`src/rtl/config_router.sv`:
```
// Address-range config write router: decodes one host write stream onto NUM_CONFIGS
// rebased ports (plus optional broadcast window) through a fixed-latency pipeline.

module config_router_lane #(
  parameter int ADDR_BITS   = 32,
  parameter int DATA_BITS   = 32,
  parameter int PIPE_STAGES = 1
) (
  input  logic                 clk,
  input  logic                 rst_n,
  input  logic                 i_vld,
  input  logic [ADDR_BITS-1:0] i_addr,
  input  logic [DATA_BITS-1:0] i_data,
  output logic                 o_vld,
  output logic [ADDR_BITS-1:0] o_addr,
  output logic [DATA_BITS-1:0] o_data
);
  logic [PIPE_STAGES:1]                r_vld_pipe;
  logic [PIPE_STAGES:1][ADDR_BITS-1:0] r_addr_pipe;
  logic [PIPE_STAGES:1][DATA_BITS-1:0] r_data_pipe;

  // Payload registers only load behind a valid so outputs hold their last write.
  always_ff @(posedge clk or negedge rst_n) begin
    if (!rst_n) begin
      r_vld_pipe  <= '0;
      r_addr_pipe <= '0;
      r_data_pipe <= '0;
    end else begin
      r_vld_pipe[1] <= i_vld;
      if (i_vld) begin
        r_addr_pipe[1] <= i_addr;
        r_data_pipe[1] <= i_data;
      end
      for (int s = 2; s <= PIPE_STAGES; s++) begin
        r_vld_pipe[s] <= r_vld_pipe[s-1];
        if (r_vld_pipe[s-1]) begin
          r_addr_pipe[s] <= r_addr_pipe[s-1];
          r_data_pipe[s] <= r_data_pipe[s-1];
        end
      end
    end
  end

  assign o_vld  = r_vld_pipe[PIPE_STAGES];
  assign o_addr = r_addr_pipe[PIPE_STAGES];
  assign o_data = r_data_pipe[PIPE_STAGES];
endmodule

module config_router #(
  parameter int                                  NUM_CONFIGS  = 4,
  parameter int                                  ADDR_BITS    = 32,
  parameter int                                  DATA_BITS    = 32,
  parameter logic [NUM_CONFIGS:0][ADDR_BITS-1:0] BOUNDS       = {32'd64, 32'd48, 32'd32, 32'd16, 32'd0},
  parameter int                                  PIPE_STAGES  = 1,
  parameter int                                  BCAST_EN     = 0,
  parameter logic [ADDR_BITS-1:0]                BCAST_BASE   = 32'h400,
  parameter int                                  BCAST_SIZE   = 16,
  parameter int                                  ERR_CNT_BITS = 16
) (
  input  logic                                  clk,
  input  logic                                  rst_n,
  input  logic                                  in_valid,
  input  logic [ADDR_BITS-1:0]                  in_addr,
  input  logic [DATA_BITS-1:0]                  in_data,
  output logic [NUM_CONFIGS-1:0]                out_valid,
  output logic [NUM_CONFIGS-1:0][ADDR_BITS-1:0] out_addr,
  output logic [NUM_CONFIGS-1:0][DATA_BITS-1:0] out_data,
  input  logic                                  err_clear,
  output logic                                  err_sticky,
  output logic [ERR_CNT_BITS-1:0]               err_count,
  output logic [ADDR_BITS-1:0]                  err_addr
);
  // One extra bit so BASE+SIZE cannot wrap at the top of the address space.
  localparam int ABW = ADDR_BITS + 1;

  logic                                  w_bcast;
  logic                                  w_found;
  logic                                  w_hit;
  logic                                  w_miss;
  logic [NUM_CONFIGS-1:0]                w_sel;
  logic [NUM_CONFIGS-1:0][ADDR_BITS-1:0] w_raddr;

  always_comb begin
    w_bcast = (BCAST_EN != 0) &&
              ({1'b0, in_addr} >= ABW'(BCAST_BASE)) &&
              ({1'b0, in_addr} <  ABW'(BCAST_BASE) + ABW'(BCAST_SIZE));
    w_found = 1'b0;
    w_hit   = 1'b0;
    w_sel   = '0;
    w_raddr = '0;
    for (int i = 0; i < NUM_CONFIGS; i++) begin
      w_hit      = (in_addr >= BOUNDS[i]) && (in_addr < BOUNDS[i+1]);
      w_sel[i]   = in_valid && (w_bcast || (w_hit && !w_found));
      w_raddr[i] = w_bcast ? (in_addr - BCAST_BASE) : (in_addr - BOUNDS[i]);
      w_found    = w_found | w_hit;
    end
    w_miss = in_valid && !w_bcast && !w_found;
  end

  for (genvar g = 0; g < NUM_CONFIGS; g++) begin : g_lane
    config_router_lane #(
      .ADDR_BITS  (ADDR_BITS),
      .DATA_BITS  (DATA_BITS),
      .PIPE_STAGES(PIPE_STAGES)
    ) u_lane (
      .clk   (clk),
      .rst_n (rst_n),
      .i_vld (w_sel[g]),
      .i_addr(w_raddr[g]),
      .i_data(in_data),
      .o_vld (out_valid[g]),
      .o_addr(out_addr[g]),
      .o_data(out_data[g])
    );
  end

  logic                    r_err_sticky;
  logic [ERR_CNT_BITS-1:0] r_err_count;
  logic [ADDR_BITS-1:0]    r_err_addr;
  logic                    w_sticky_nxt;
  logic [ERR_CNT_BITS-1:0] w_cnt_nxt;
  logic [ADDR_BITS-1:0]    w_eaddr_nxt;

  // Clear applies first, so a miss in the clear cycle records as the new first miss.
  always_comb begin
    w_sticky_nxt = err_clear ? 1'b0 : r_err_sticky;
    w_cnt_nxt    = err_clear ? '0   : r_err_count;
    w_eaddr_nxt  = err_clear ? '0   : r_err_addr;
    if (w_miss) begin
      w_sticky_nxt = 1'b1;
      if (w_cnt_nxt == '0) w_eaddr_nxt = in_addr;
      if (w_cnt_nxt != '1) w_cnt_nxt = w_cnt_nxt + 1'b1;
    end
  end

  always_ff @(posedge clk or negedge rst_n) begin
    if (!rst_n) begin
      r_err_sticky <= 1'b0;
      r_err_count  <= '0;
      r_err_addr   <= '0;
    end else begin
      r_err_sticky <= w_sticky_nxt;
      r_err_count  <= w_cnt_nxt;
      r_err_addr   <= w_eaddr_nxt;
    end
  end

  assign err_sticky = r_err_sticky;
  assign err_count  = r_err_count;
  assign err_addr   = r_err_addr;
endmodule

```
`config.mk`:
```
export PLATFORM = sky130hd
export DESIGN_NAME = config_router
export DESIGN_NICKNAME = d
export VERILOG_FILES = /design/src/rtl/config_router.sv
export SDC_FILE = /design/constraint.sdc
export NUM_CORES = 1
export LEC_CHECK = 0
export CAP_MARGIN = 20
export CORE_MARGIN = 8
export CORE_UTILIZATION = 50
export CTS_CLUSTER_SIZE = 24
export DETAILED_ROUTE_END_ITERATION = 8
export GPL_ROUTABILITY_DRIVEN = 0
export PLACE_DENSITY = 0.85
export SETUP_SLACK_MARGIN = 0.3
export SLEW_MARGIN = 25
export SYNTH_ARGS = -nofsm -noshare
export SYNTH_HDL_FRONTEND = slang
export SYNTH_SLANG_ARGS = --single-unit
```
`constraint.sdc`:
```
create_clock -name clk -period 4.4 [get_ports clk]
set_clock_uncertainty 0.05 [all_clocks]
set_input_delay 0.66 -clock clk [delete_from_list [all_inputs] [get_ports clk]]
set_output_delay 0.66 -clock clk [all_outputs]
set_load 0.01 [all_outputs]
```
Word-level counts from Yosys, hierarchy flattened --
Index checks and enable logic that the tools add are counted.
Word-level totals: register bits 309, bits of input ports 68, output and inout port bits 309, logic and storage cells 57
Operators by class: $add $sub $neg 4, order comparisons 8, eq/ne operators 1, mux-type cells 8, bitwise operators 3, reduce and logical (&&, ||, !) cells 18
Operators by type and width (count):
- $mux 32 | 3
- $ge 32x6->1 const B | 2
- $lt 32x6->1 const B | 2
- $sub 32x6->32 const B | 2
- $mux 16 | 3
- $ge 32x1->1 const B | 1
- $ge 32x5->1 const B | 1
- $lt 32x5->1 const B | 1
- $lt 32x7->1 const B | 1
- $sub 32x5->32 const B | 1
- $add 16x1->16 const B | 1
- $logic_not 16->1 | 1
- $ne 16x16->1 const B | 1
- $logic_and 1x1->1 | 12
- $logic_not 1->1 | 4
- $or 1x1->1 | 3
- $mux 1 | 2
- $reduce_bool 2->1 | 1

Depth between registers and ports, before layout --
Gate-level depths: netlist of run 1.
depth in word-level cells 8, depth in mapped cells 10, depth with buffers taken out 8

Modules after synthesis --
Synthesis of run 1 repeated with hierarchy kept, for this count alone.
Second synthesis, totals: cell total of the unflattened synthesis 996, area, all modules 14814.2 sq um
By module, submodules not included:
- config_router_lane | instances 4, cells an instance 136, area an instance 2703.8 sq um, sequential area each 1626.6 sq um
- config_router | instances 1, cells an instance 452, area an instance 3998.8 sq um, sequential area each 1226.2 sq um

Least setup slack after synthesis of run 1 --
OpenSTA, ideal clock, no wires.
path type input to register, start in err_clear, end reg r_err_count[2] (netlist: err_count[2]), setup time 0.128 ns, arrival 2.605 ns, slack 1.617 ns, stages on the path 10, buffers on the path 2, cells stage by stage clkbuf_1 nand2b_1 inv_1 ha_1 nand3_1 or4_1 nor2_1 clkbuf_1 nor3b_1 xnor2_1
On the way: longest elaborated chain between the ends 4
Ends and longest elaborated chain:
- start, declared | RTL line 68 | input logic err_clear,
- $mux 16 * | RTL line 127 | w_cnt_nxt = err_clear ? '0 : r_err_count;
- $add 16x1->16 / $ne 16x16->1 (equally long branches) | RTL line 132 | if (w_cnt_nxt != '1) w_cnt_nxt = w_cnt_nxt + 1'b1;
- $mux 16 | RTL line 132
- $mux 16 * | RTL line 129 | if (w_miss) begin
- named net w_cnt_nxt[2] | RTL line 121 | logic [ERR_CNT_BITS-1:0] w_cnt_nxt;
- end signal, assigned | RTL line 143 | r_err_count <= w_cnt_nxt;
- end, declared | RTL line 118 | logic [ERR_CNT_BITS-1:0] r_err_count;
Mark *: on every way through the listed nets, which the timed path passes. The rest lies on a longest branch. A chain may end at the register's enable or synchronous reset.

Worst setup path after layout of run 1 --
start in in_addr[18], end reg g_lane[2].u_lane.r_addr_pipe (netlist bit g_lane[2].u_lane.o_addr[9])
On the way: longest elaborated chain between the ends 6
Ends and longest elaborated chain:
- start, declared | RTL line 63 | input logic [ADDR_BITS-1:0] in_addr,
- $ge 32x1->1 (tied with other cells) | RTL line 92 | w_hit = (in_addr >= BOUNDS[i]) && (in_addr < BOUNDS[i+1]);
- $logic_and 1x1->1 | RTL line 92
- $or 1x1->1 | RTL line 95 | w_found = w_found | w_hit;
- $logic_not 1->1 | RTL line 93 | w_sel[i] = in_valid && (w_bcast || (w_hit && !w_found));
- $logic_and 1x1->1 * (2 in series) | RTL line 93
- end signal, assigned by index | RTL line 37 | r_addr_pipe[s] <= r_addr_pipe[s-1];
- end, declared | RTL line 19 | logic [PIPE_STAGES:1][ADDR_BITS-1:0] r_addr_pipe;
Every way passes the cells marked *; elsewhere a longest branch is shown, timed or not.

==> results.md, run 1 <==
* Rows at 56
* Unrepaired setup endpoints after global routing: false
* FF+latch area at 7730 um^2
* Clock slew at reported path FFs at 0.06 ns
* Most frequent cells in the layout: 374 x clkdlybuf4s50_1, 309 x dfrtp_1, 178 x mux2_2
* Req. time, crit path at 4.72 ns
* Clk Latency, worst-skew pair at 0.48 ns
* Peak supply drop at 0.274 mV
* Vias at 8028
* Via density at 5.22
* CP endpoint kind: flop
* DP HPWL at 24.5 mm
* DRT met1 WL at 13.1 mm
* Power Density at 366 nW/um^2
* Fin crit share at 75.5%
* H-Tree Depth at 2
* Fmax at 301 MHz
* Initial antenna violation count at 2
* CTS Buf Count at 34
* Met3 WL post-DR at 3.19 mm
* Met2 routed WL at 16.7 mm
* Synth Instances at 812
* Status: finished, final reports clean
* Pin count of the biggest net entering global routing at 101
* Number of port buffers at 376
* FF+latch count, synth at 309
* Register area share after synthesis at 65.1%
* Die Wd at 170 um
* EDFF count, synth at 0
* Post-Syn Area per Cell at 14.6 um^2
* Vias in the first global route at 8760
* Die Ht at 170 um
* Startpoint Class: input pin
* GRT Overall Usage at 23.3%
* Initial Util at 50.8%
* DRT antenna net count at 0
* Area Growth Syn to Fin at 44.7%
* Max-Cap Viols at 0
* Final hold viol count at 0
* # Post-CTS Setup Buffers at 0
* Yosys Warn Count at 0
* Proportion of layout cells with a drive suffix above 1 at 21.5%
* Final setup fails at 0
* WL per Instance at 22.2 um
* Syn Nets at 887
* Hold crit path type: input pin to asynchronous set/reset pin
* IO Count at 377
* Die footprint at 29000 um^2
* Synthesized area at 11900 um^2
* Crit path arrival time at 3.64 ns
* Relative max-transition margin at 51.8%
* TritonCTS clock tree: yes
* CTS resizes at 0
* Highest routed layer: met5
* Global-route wire length before repair at 52.1 mm
* Iter 0 DRT Violations at 450
* Yosys cell types at 41
* # fillers at 1538
* Worst-path fanout max at 23
* Max clock buf depth at 3
* Clock Tree Root: clkbuf_16
* Multi-input gate area at 3870 um^2
* Crit Path Category: input pin to flop
* Setup TNS Final at 0 ns
* Total Wirelength at 34.1 mm
* Pleak at 8.01 nW
* Post-synth ARST share at 100%
* Pin slew with the least headroom to its limit at 0.716 ns
* Tmin final at 3.32 ns
* Most used DFF post-synth: dfrtp_1
* Final core occ at 73.5%
* Final slew viol count at 0
* Most common cell after layout, fill and taps aside: clkdlybuf4s50_1
* Total core area at 23400 um^2
* DRC violations left at 0
* Layout Nets at 1271
* Hold_buf cts at 0
* CTS Sinks at 309
* GRT overflow at 0
* First-pass detailed-route iteration total at 4
==> routing by layer <==
| metal | global-route usage (%) | up-vias |
|---|---|---|
| met5 | 0 | - |
| met4 | 8.35 | 2 |
| met3 | 8.36 | 67 |
| met2 | 38.6 | 296 |
| met1 | 27.6 | 4098 |
| li1 | - | 3565 |
==> cell families after synthesis <==
| family | after synthesis | share of synthesized area [%] |
|---|---|---|
| flops | 309 | 65.1 |
| mux | 189 | 17.8 |
| simple gates | 185 | 9.95 |
| compound gates | 57 | 3.40 |
| buf+inv | 57 | 2.44 |
| xor+xnor | 8 | 0.589 |
| fa+ha+maj | 7 | 0.737 |
==> where the power goes <==
group,total [mW],internal (mW),switching (mW)
clock,3.02,1.91,1.11
sequential,2.91,2.88,0.0234
combinational,0.379,0.190,0.190
total,6.30,4.98,1.32
==> final timing paths <==
path	startpoint	endpoint	slack, ns	cells after the start
setup / recovery	in_addr[18]	g_lane[2].u_lane.o_addr[9]$_DFFE_PN0P_	1.08	7
max in group asynchronous	rst_n	g_lane[3].u_lane.o_addr[4]$_DFFE_PN0P_	3.18	2
setup reg to reg	err_count[0]$_DFF_PN0_	err_count[3]$_DFF_PN0_	1.87	9
hold / removal	rst_n	err_count[14]$_DFF_PN0_	0.10	1
hold reg to reg	g_lane[1].u_lane.o_addr[23]$_DFFE_PN0P_	g_lane[1].u_lane.o_addr[23]$_DFFE_PN0P_	0.44	1
min in group clk	g_lane[1].u_lane.o_addr[23]$_DFFE_PN0P_	g_lane[1].u_lane.o_addr[23]$_DFFE_PN0P_	0.44	1
==> Yosys cell counts, drive strengths merged, types with 5 or more instances <==
cell type / count / share of area, %
dfrtp: 309 / 65
o21a: 38 / 2.4
or3: 5 / 0.26
nand3: 11 / 0.46
nand2: 7 / 0.22
nor2b: 96 / 5.1
xnor2: 7 / 0.52
nand2b: 13 / 0.68
nor3: 11 / 0.65
nand4: 7 / 0.42
inv: 12 / 0.38
mux2i: 7 / 0.59
a21oi: 6 / 0.25
mux2: 182 / 17
ha: 7 / 0.74
or4: 6 / 0.41
o21ai: 5 / 0.21
nor4: 11 / 0.94
clkbuf: 12 / 0.38
nor2: 9 / 0.28
buf: 33 / 1.7
==> worst max-delay path, stage by stage <==
cell	delay [ns]
clkdlybuf4s50_1	0.42
nor4_1	0.65
nand3_1	0.45
nor4_4	0.34
buf_4	0.36
nand3_1	0.47
o21a_1	0.26
==> layout make-up <==
type                    count  area share (%)
flip-flops and latches    309            45.0
repair buffers            393            22.9
multi-input cells         446            22.5
clock buffers              46            5.68
well taps                 319            2.32
clock inverters            13            1.30
inverters                  12           0.262
diodes                      1          0.0146
==> registers in the layout, summed over array words and instances (netlist names) <==
register and flops:
g_lane.u_lane.o_data 128, g_lane.u_lane.o_addr 128, g_lane.u_lane.o_vld 4, err_count 16, err_addr 32, err_sticky 1
==> through the flow <==
step	worst slack, ns	power, mW	hold WS, ns	cells	area (um^2)
floorplan	1.62	3.08	0.314	812	11900
detailed placement	0.611	3.34	0.429	1479	16000
CTS	1.10	6.38	0.141	1538	17200
global placement	0.683	3.33	0.418	1479	16000
finish	1.08	6.30	0.101	1539	17200
global route	0.978	6.52	0.171	1539	17200
No activity file was read; power rests on OpenSTA's default activity.
==> inputs of run 2 (changes only) <==
CORE_UTILIZATION = 42   (was 50)
PLACE_DENSITY = 0.76   (was 0.85)
clock period = 2.85 ns   (was 4.4 ns; I/O delays follow)
==> run 2 against run 1 <==
Compared with the run above:
- worst hold slack improved by 0.19 ns
- sequential power rose by 54%
- sequential cell count stayed put
- utilization down 10 points
- die area grew 17%
- first-iteration DRC count fell by 26%
- global-route usage down 3.7 points
- sequential share of layout area decreased by 1.1 points
- cell area rose by 2.5%
- total power is 52% higher
==> results.md, run 2 (same netlist as run 1, synthesis figures left out) <==
* Final Hold Slack at 0.287 ns
* Iter 0 DRT Violations at 333
* DP HPWL at 25.0 mm
* Number of port buffers at 376
* Setup TNS Final at 0 ns
* # fillers at 2104
* H-Tree Depth at 2
* Relative max-transition margin at 56.5%
* Max-Cap Viols at 0
* Req. time, crit path at 3.17 ns
* Final setup fails at 0
* Tmin final at 2.43 ns
* Rows at 61
* Die footprint at 33900 um^2
* Die Ht at 184 um
* CTS Buf Count at 34
* Fin crit share at 85.3%
* Initial antenna violation count at 1
* Total Wirelength at 33.9 mm
* CP endpoint kind: flop
* Overall Power at 9.55 mW
* Area after DPL at 16400 um^2
* GRT overflow at 0
* Design area at 17600 um^2
* GRT Overall Usage at 19.5%
* Pleak at 8.21 nW
* Power Density at 542 nW/um^2
* Via density at 4.94
* First-pass detailed-route iteration total at 4
* DRC violations left at 0
* Global-route wire length before repair at 51.9 mm
* Area Growth Syn to Fin at 48.3%
* Total core area at 27900 um^2
* Worst-path fanout max at 18
* Hold crit path type: input pin to flop
* Status: finished, final reports clean
* DRT antenna net count at 0
* Layout Nets at 1312
* TritonCTS clock tree: yes
* Vias in the first global route at 8603
* Unrepaired setup endpoints after global routing: false
* Pin count of the biggest net entering global routing at 79
* Clock slew at reported path FFs at 0.06 ns
* Clk Latency, worst-skew pair at 0.50 ns
* Initial Util at 42.7%
* Max clock buf depth at 3
* Crit path arrival time at 2.75 ns
* CTS Sinks at 309
* Final slew viol count at 0
* Peak supply drop at 0.445 mV
* Clock Tree Root: clkbuf_16
* Most frequent cells in the layout: 374 x clkdlybuf4s50_1, 309 x dfrtp_1, 178 x mux2_2
* Final hold viol count at 0
* Vias at 8099
* Fmax at 411 MHz
* Die Wd at 184 um
* IO Count at 377
* # Post-CTS Setup Buffers at 0
* WL per Instance at 20.7 um
* Most common cell after layout, fill and taps aside: clkdlybuf4s50_1
* Startpoint Class: input pin
* Pin slew with the least headroom to its limit at 0.652 ns
* Proportion of layout cells with a drive suffix above 1 at 24.1%
* Crit Path Category: input pin to flop
==> run 2: changes by cell type in the layout (fill, tap and decap cells not counted), sizes merged <==
cell and delta:
buf +40, clkbuf +2, bufinv -4, clkinvlp +2, dlygate4sd3 +1
==> run 2: path summary, 6_finish.rpt <==
path | depth (start not counted) | slack, ns | startpoint | end
worst max-delay path | 10 | 0.42 | in_addr[18] | g_lane[1].u_lane.o_addr[17]$_DFFE_PN0P_
worst min-delay path | 3 | 0.29 | err_clear | err_count[9]$_DFF_PN0_
worst max register to register | 8 | 0.49 | err_count[1]$_DFF_PN0_ | err_count[10]$_DFF_PN0_
worst min register to register | 1 | 0.44 | g_lane[1].u_lane.o_addr[21]$_DFFE_PN0P_ | g_lane[1].u_lane.o_addr[21]$_DFFE_PN0P_
max in group asynchronous | 4 | 1.46 | rst_n | g_lane[0].u_lane.o_data[26]$_DFFE_PN0P_
min in group asynchronous | 2 | 0.49 | rst_n | g_lane[2].u_lane.o_addr[29]$_DFFE_PN0P_
==> run 2: final cells by class <==
class / instances / area, um^2 / area share [%]
diodes: 1 / 2.50 / 0.0142
clock buffers: 48 / 1040 / 5.89
clock inverters: 11 / 114 / 0.646
inverters: 12 / 45.0 / 0.256
multi-input cells: 446 / 3880 / 22.0
flip-flops and latches: 309 / 7730 / 43.9
well taps: 378 / 473 / 2.68
repair buffers: 434 / 4340 / 24.6
==> run 2: power by group <==
part | internal (mW) | switching, mW
registers | 4.45 | 0.0339
clock network | 2.72 | 1.72
logic | 0.324 | 0.303
==> run 2: stage by stage <==
stage          cells  utilization (%)  worst slack (ns)
2_1_floorplan    812                -             0.376
3_3_place_gp    1578             59.0            -0.171
3_5_place_dp    1578             59.0            -0.179
5_1_grt         1639             63.3             0.318
6_report        1639             63.3             0.418
4_1_cts         1638             63.2             0.319
==> run 2: what timing repair did <==
item | in CTS | in global routing
resized for setup | 0 | 2
setup endpoints to repair | 0 | 43
endpoints found under the hold margin | 69 | 0
hold buffers | 1 | 0
==> run 2: critical path, cell delays in order <==
cell,delay (ns)
clkdlybuf4s50_1,0.45
nor4_2,0.35
buf_4,0.18
nand3_1,0.07
buf_4,0.19
nor3_2,0.28
buf_4,0.33
o21ai_1,0.13
buf_4,0.20
o21a_1,0.13
==> run 2: layer usage <==
metal,track usage (%),vias up,share of wire [%]
li1,-,3667,-
met1,24.0,4091,40
met2,32.3,282,48
met3,6.38,59,8.6
met4,6.16,0,3.1
met5,0,-,0
==> inputs of run 3 (changes only) <==
SKIP_LAST_GASP = 1   (was default)
==> results of run 3 <==
Final layout, timing and power as in run 2 (identical DEF).
